**src/rtl/fifo_pkg.sv**
```systemverilog
// Shared definitions for the 8-bit synchronous FIFO and its read-side controller.
//   DATA_W      : default FIFO/stream data width
//   fifo_data_t : one FIFO word
//   occ_state_t : occupancy of the reader's 2-entry output buffer
package fifo_pkg;

  localparam int DATA_W = 8;

  typedef logic [DATA_W-1:0] fifo_data_t;

  typedef enum logic [1:0] {
    OCC_EMPTY = 2'd0,
    OCC_ONE   = 2'd1,
    OCC_TWO   = 2'd2
  } occ_state_t;

endpackage

```
**src/rtl/reader_skid_buf.sv**
```systemverilog
// Two-entry output buffer for fifo_reader. Absorbs the FIFO's one-cycle read
// latency so the downstream stream can run at one byte per cycle.
//   clk, reset  : clock, asynchronous active-low reset
//   wr_en       : a byte arrives this cycle on wr_data (from the FIFO)
//   wr_data     : arriving byte
//   m_ready     : downstream accepts m_data this cycle
//   m_valid     : a byte is buffered; m_data is the oldest one
//   m_data      : oldest buffered byte, registered
//   count       : number of buffered bytes (0..2)
//   fire        : m_valid && m_ready
//
// state      | meaning
// OCC_EMPTY  | nothing buffered, m_valid low
// OCC_ONE    | one byte, held in slots[head]
// OCC_TWO    | two bytes, slots[head] is the oldest
module reader_skid_buf #(
  parameter int DATA_W = fifo_pkg::DATA_W
) (
  input  logic              clk,
  input  logic              reset,
  input  logic              wr_en,
  input  logic [DATA_W-1:0] wr_data,
  input  logic              m_ready,
  output logic              m_valid,
  output logic [DATA_W-1:0] m_data,
  output logic [1:0]        count,
  output logic              fire
);
  import fifo_pkg::*;

  occ_state_t        state;
  occ_state_t        state_next;
  logic              head;
  logic              wr_slot;
  logic [DATA_W-1:0] slots [2];

  assign count   = state;
  assign m_valid = (state != OCC_EMPTY);
  assign m_data  = slots[head];
  assign fire    = m_valid && m_ready;

  // Slot after a same-cycle pop is (head+1)+(count-1) = head+count, so the
  // write slot does not depend on fire.
  assign wr_slot = head ^ count[0];

  always_comb begin
    state_next = state;
    case (state)
      OCC_EMPTY: if (wr_en) state_next = OCC_ONE;
      OCC_ONE: begin
        if (wr_en && !fire)      state_next = OCC_TWO;
        else if (!wr_en && fire) state_next = OCC_EMPTY;
      end
      OCC_TWO:   if (fire && !wr_en) state_next = OCC_ONE;
      default:   state_next = OCC_EMPTY;
    endcase
  end

  always_ff @(posedge clk or negedge reset) begin
    if (!reset) begin
      state    <= OCC_EMPTY;
      head     <= 1'b0;
      slots[0] <= '0;
      slots[1] <= '0;
    end else begin
      state <= state_next;
      if (fire)  head           <= ~head;
      if (wr_en) slots[wr_slot] <= wr_data;
    end
  end

  // Request gating upstream guarantees a capture into a full buffer only
  // coincides with a pop.
  overflow_chk: assert property (@(posedge clk) disable iff (!reset)
    !(wr_en && (state == OCC_TWO) && !fire));

endmodule

```
**src/rtl/fifo_reader.sv**
```systemverilog
// Read-side controller for the 8-bit synchronous FIFO. Issues pop requests
// while the FIFO is non-empty and there is room, captures the registered read
// data one cycle later and presents it on a valid/ready byte stream.
//   clk, reset     : clock, asynchronous active-low reset
//   enable         : permits new FIFO reads (level)
//   fifo_empty     : FIFO empty flag
//   fifo_read_req  : pop request to the FIFO (combinational)
//   fifo_read_data : FIFO read data, valid the cycle after a request
//   m_valid/m_data : output byte stream, driven from registers only
//   m_ready        : downstream accepts
//   pop_count      : bytes delivered since reset, wraps
module fifo_reader #(
  parameter int DATA_W = fifo_pkg::DATA_W,
  parameter int CNT_W  = 16
) (
  input  logic              clk,
  input  logic              reset,
  input  logic              enable,
  input  logic              fifo_empty,
  output logic              fifo_read_req,
  input  logic [DATA_W-1:0] fifo_read_data,
  output logic              m_valid,
  output logic [DATA_W-1:0] m_data,
  input  logic              m_ready,
  output logic [CNT_W-1:0]  pop_count
);
  import fifo_pkg::*;

  logic       inflight;
  logic [1:0] count;
  logic       fire;
  logic [2:0] occupied;

  // Buffered bytes plus the byte already requested must leave room for one more.
  assign occupied = {1'b0, count} + {2'b0, inflight};

  // Gated by reset so no pop reaches the FIFO while both are held in reset.
  assign fifo_read_req = reset && enable && !fifo_empty &&
                         ((occupied < 3'd2) || fire);

  always_ff @(posedge clk or negedge reset) begin
    if (!reset) begin
      inflight  <= 1'b0;
      pop_count <= '0;
    end else begin
      inflight <= fifo_read_req;
      if (fire) pop_count <= pop_count + CNT_W'(1);
    end
  end

  reader_skid_buf #(.DATA_W(DATA_W)) u_skid (
    .clk     (clk),
    .reset   (reset),
    .wr_en   (inflight),
    .wr_data (fifo_read_data),
    .m_ready (m_ready),
    .m_valid (m_valid),
    .m_data  (m_data),
    .count   (count),
    .fire    (fire)
  );

endmodule

```
**config.mk**
```make
export PLATFORM = sky130hd
export DESIGN_NAME = fifo_reader
export DESIGN_NICKNAME = d
export VERILOG_FILES = /design/src/rtl/fifo_pkg.sv /design/src/rtl/reader_skid_buf.sv /design/src/rtl/fifo_reader.sv
export SDC_FILE = /design/constraint.sdc
export NUM_CORES = 1
export LEC_CHECK = 0
export ABC_AREA = 1
export BUFFER_PORTS_ARGS = -buffer_cell sky130_fd_sc_hd__buf_2
export CAP_MARGIN = 10
export CORE_MARGIN = 1.5
export CORE_UTILIZATION = 40
export DETAILED_ROUTE_END_ITERATION = 7
export SKIP_CTS_REPAIR_TIMING = 1
export SLEW_MARGIN = 20
export SYNTH_ARGS = -nofsm -noshare
export SYNTH_HDL_FRONTEND = slang
export SYNTH_SLANG_ARGS = --single-unit
```
**constraint.sdc**
```tcl
create_clock -name clk -period 3 [get_ports clk]
set_input_delay 0.6 -clock clk [delete_from_list [all_inputs] [get_ports clk]]
set_output_delay 0.6 -clock clk [all_outputs]
set_load 0.005 [all_outputs]
```
* Yosys cells after proc, flatten, opt, wreduce, memory -nomap -nowiden
Cells that the tools add are included.
Storage, ports and cells: flip-flop bits (word level) 36, input bits 13, output and inout bits 26, logic and storage cells 46
Cells by class: add/subtract/negate cells 2, order comparisons 4, equal/unequal tests 5, muxes and demuxes 11, bitwise gates (word level) 4, reductions and logical operators 14
Operators with widths (number):
- 2-to-1 mux 8 bit | 4
- adder 16 x 1 -> 16 bit, second input constant | 1
- bitwise mux 16 bit | 1
- demux 8 bit (select 1 bit) | 1
- 2-to-1 mux 2 bit | 4
- logical AND 1 bit | 7
- one-hot mux 2 bit (3 select lines) | 1
- >= comparator 2 bit, second input constant | 2
- NOT 1 -> 2 bit | 2
- adder 2 x 1 -> 3 bit | 1
- logical NOT 1 bit | 3
- less-than comparator 3 x 2 -> 1 bit, second input constant | 1
- inequality test 3 x 1 -> 1 bit, second input constant | 1
- AND reduction 3 bit | 1
- == test 2 x 1 -> 1 bit, second input constant | 1
- == test 2 bit, second input constant | 1
- logical NOT 2 bit | 1
- less-than comparator 2 x 1 -> 1 bit, second input constant | 1
- inequality test 2 x 1 -> 1 bit, second input constant | 1
- inequality test 2 bit, second input constant | 1
- nonzero test 2 bit | 1
- logical OR 1 bit | 1
- NOT 1 bit | 1
- XOR 1 bit | 1

* Longest topological paths before layout
depth after elaboration 7, gate-level depth with buffers 9, depth with buffers taken out 9

* By module
From an unflattened synthesis, not the netlist that was laid out.
Unflattened totals: cells, all modules 237, area total of the unflattened synthesis 1888.1 sq um
Modules (own cells, without submodules):
- reader_skid_buf | instances 1, cells an instance 123, area each 969.7 sq um, seq. area each 475.5 sq um
- fifo_reader | instances 1, cells an instance 114, area each 918.4 sq um, seq. area each 425.4 sq um

* Worst setup path before layout
No wires, ideal clock.
path type register to output, from register u_skid.head, to output port m_data[0], arrival time 1.001 ns, required time 2.400 ns, path slack 1.399 ns, stages on the path, launching flop included 5, path buffers 1, path through dfrtp_1 > inv_1 > clkbuf_1 > nand2_1 > o21ai_0
On the way: longest elaborated chain between the ends 4
RTL lines:
- start: declaration | RTL line reader_skid_buf.sv:33 | logic head;
- start signal: assignment | RTL line reader_skid_buf.sv:67 | if (fire) head <= ~head;
- NOT 1 -> 2 bit (not written as such) | RTL line reader_skid_buf.sv:39 | assign m_data = slots[head];
- 2-to-1 mux 8 bit (not written as such) (3 in series) | RTL line reader_skid_buf.sv:39
- end: declaration | RTL line fifo_reader.sv:23 | output logic [DATA_W-1:0] m_data,
No other way between the ends. The select of a mux whose other input is x is not followed.

* Worst setup path in the final report
from register inflight, to output port fifo_read_req
On the way: longest elaborated chain between the ends 4
RTL lines:
- start: declaration | RTL line fifo_reader.sv:29 | logic inflight;
- start signal: assignment | RTL line fifo_reader.sv:46 | inflight <= fifo_read_req;
- adder 2 x 1 -> 3 bit | RTL line fifo_reader.sv:35 | assign occupied = {1'b0, count} + {2'b0, inflight};
- less-than comparator 3 x 2 -> 1 bit | RTL line fifo_reader.sv:39 | ((occupied < 3'd2) || fire);
- logical OR 1 bit | RTL line fifo_reader.sv:39
- logical AND 1 bit | RTL line fifo_reader.sv:38 | assign fifo_read_req = reset && enable && !fifo_empty &&
- end: declaration | RTL line fifo_reader.sv:20 | output logic fifo_read_req,
No other way between the ends.

==> results_dict.tcl <==
set metrics [dict create \
    finalWorstSetupSlack_ps 917 \
    crit_path_cell_trace "a21oi_1 > nor2_1 > nor3_1 > buf_2" \
    synth_flop_cell "dfrtp_1" \
    dieWidth_um 69.6 \
    rows 24 \
    postPlaceCellArea_sq_mm 0.00202 \
    yosysSeqAreaShare 0.507 \
    fin_util 0.497 \
    min_period_over_period 0.694 \
    dieArea_sq_mm 0.00485 \
    path_clk_slew_ps 70 \
    drt_wl_total_um 3610 \
    htree_levels 2 \
    antenna_found_initial 0 \
    hold_path.class "primary input to async pin" \
    final_area_sq_mm 0.00215 \
    crit_family "flip-flops" \
    register_area_sq_um 901 \
    r2r-end "u_skid.slots[11]$_DFFE_PN0P_" \
    relSlewSlack 0.695 \
    cts_inserted_buffers 5 \
    cts_tree "yes" \
    fillers 433 \
    coreArea_sq_mm 0.00432 \
    timing.fmax_mhz 480 \
    postRouteAntennaNets 0 \
    netlist_area_sq_mm 0.00178 \
    synth_cell_types 25 \
    placed_cells 303 \
    cap_violations 0 \
    r2r_slack_ps 1550 \
    end_kind "output pin" \
    power.density_mw_per_mm2 845 \
    critical-path-slowest-cell "dfrtp_1" \
    final_common_cell "nand2_1" \
    instances_no_fill 311 \
    first_iter_violations 63 \
    synth-seq-cells 36 \
    syn_nets 229 \
    maxSlewViolCount 0 \
    arrival_ps 1480 \
    power_mw 1.81 \
    clock-sinks 36 \
    cp_slowest_stage_delay_ps 550 \
    irDropWorstVdd_uv 326 \
    whs_ps 406 \
    p_leak_nw 1.13 \
    area_growth_pct 20.8 \
    drc 0 \
    synth_area_per_cell_sq_um 8.26 \
    final_cell_mix "nand2_1 (70), buf_2 (38), dfrtp_1 (36)" \
    period_needed_ps 2080 \
    clk_latency_ps 280 \
    grtUsageTotal 0.163 \
    cts_root_buffer "clkbuf_8" \
    cp-start-kind "flip-flop" \
    viasPerCell 4.71 \
    rr_startpoint "u_skid.count[0]$_DFFE_PN0P_" \
    critPathMaxFanout 14 \
    crit_required_ps 2400 \
    synthTopCellsByArea "dfrtp_1 (51%), nand2_1 (15%), inv_1 (5.5%)" \
    tns_ps 0 \
    synth_top_area_frac 0.507 \
    worst_pin_slew_ps 457 \
    async_reset_ff_frac 1.00 \
    cts_buffer_depth 2 \
    rsz0062_at_grt "no" \
    finalSetupViolations 0 \
    fp.dieH_um 69.6 \
    first_global_vias 1421 \
    initial_core_util 0.411 \
    fin_nets 272 \
    grt_pass1_wl_um 6330 \
    gp_congestion 0.783 \
    io_buffers 38 \
    hpwl_um 2540 \
    outcome "completed" \
    finClkSkew_ps 5.37 \
    ios 39 \
    grt_max_degree 37 \
    vias 1465 \
    place_ws_ps 1240 \
    reg2reg_depth 4 \
    multi_input_area_sq_um 756 \
    synth_edf_count 0 \
    yosysTopAreaCell "dfrtp_1" \
    grt_overflow 0 \
    critPathBufInv 1 \
    syn_inst 215 \
    firstDrtPassIters 4 \
    wl_per_cell_um 11.6 \
    worstSetupPathType "flip-flop to output pin" \
    drive_above_1_share 0.224 \
    yosysWarnings 0 \
    antenna_cells 0 \
    timing.final.hold_violations 0 \
]
-- power breakdown --
part           total [mW]  switching [mW]  leakage, nW  internal, mW
clock network       0.465           0.172       0.0645         0.293
registers           0.752           0.110        0.441         0.642
logic               0.598           0.346        0.623         0.252
total                1.81           0.628         1.13          1.19
-- worst reg2reg max path: cells and delay by family, from the launching register on --
kind | cells | cell delay [ps]
AND/OR/NAND/NOR | 3 | 480
XOR/XNOR | 1 | 380
flip-flops | 1 | 490
-- Yosys cell counts (2+ instances only) --
cell and count:
nand4_1 3, o21ai_0 19, nor3_1 2, xor2_1 10
a21oi_1 4, nand2_1 70, dfrtp_1 36, clkbuf_1 2
nor2_1 16, nor2_2 2, nand3_1 12, inv_1 26
-- state kept, by name, indices dropped and copies added (netlist names) --
signal and count:
inflight 1, pop_count 16, u_skid.count 2, u_skid.head 1, u_skid.slots 16
-- layer usage --
layer	GRT usage	vias up	share of wire
li1	-	751	-
met1	0.215	680	0.47
met2	0.264	29	0.47
met3	0.0378	5	0.048
met4	0.0577	0	0.011
met5	0	-	0
-- how the worst max path moves through the flow --
stage | startpoint | end | cells after the start
global route | inflight$_DFF_PN0_ | fifo_read_req | 4
floorplan | u_skid.head$_DFFE_PN0P_ | m_data[0] | 4
CTS | inflight$_DFF_PN0_ | fifo_read_req | 4
finish | inflight$_DFF_PN0_ | fifo_read_req | 4
global placement | inflight$_DFF_PN0_ | fifo_read_req | 4
detailed placement | inflight$_DFF_PN0_ | fifo_read_req | 4
-- logic make-up (layout without fill, tap and decap cells) --
| kind of cell | Yosys count | count (layout) | synth area share |
|---|---|---|---|
| buf+inv | 30 | 74 | 0.0676 |
| compound gates | 24 | 24 | 0.0676 |
| xor+xnor | 12 | 12 | 0.0697 |
| simple gates | 112 | 112 | 0.281 |
| flops | 36 | 36 | 0.507 |
| fa+ha+maj | 1 | 1 | 0.00704 |
-- layout make-up --
class | count | area share
flip-flops and latches | 36 | 0.420
well taps | 52 | 0.0303
clock buffers | 7 | 0.0449
repair buffers | 39 | 0.0921
multi-input cells | 149 | 0.352
clock inverters | 1 | 0.0140
inverters | 27 | 0.0472
(Power assumes the default switching activity.)
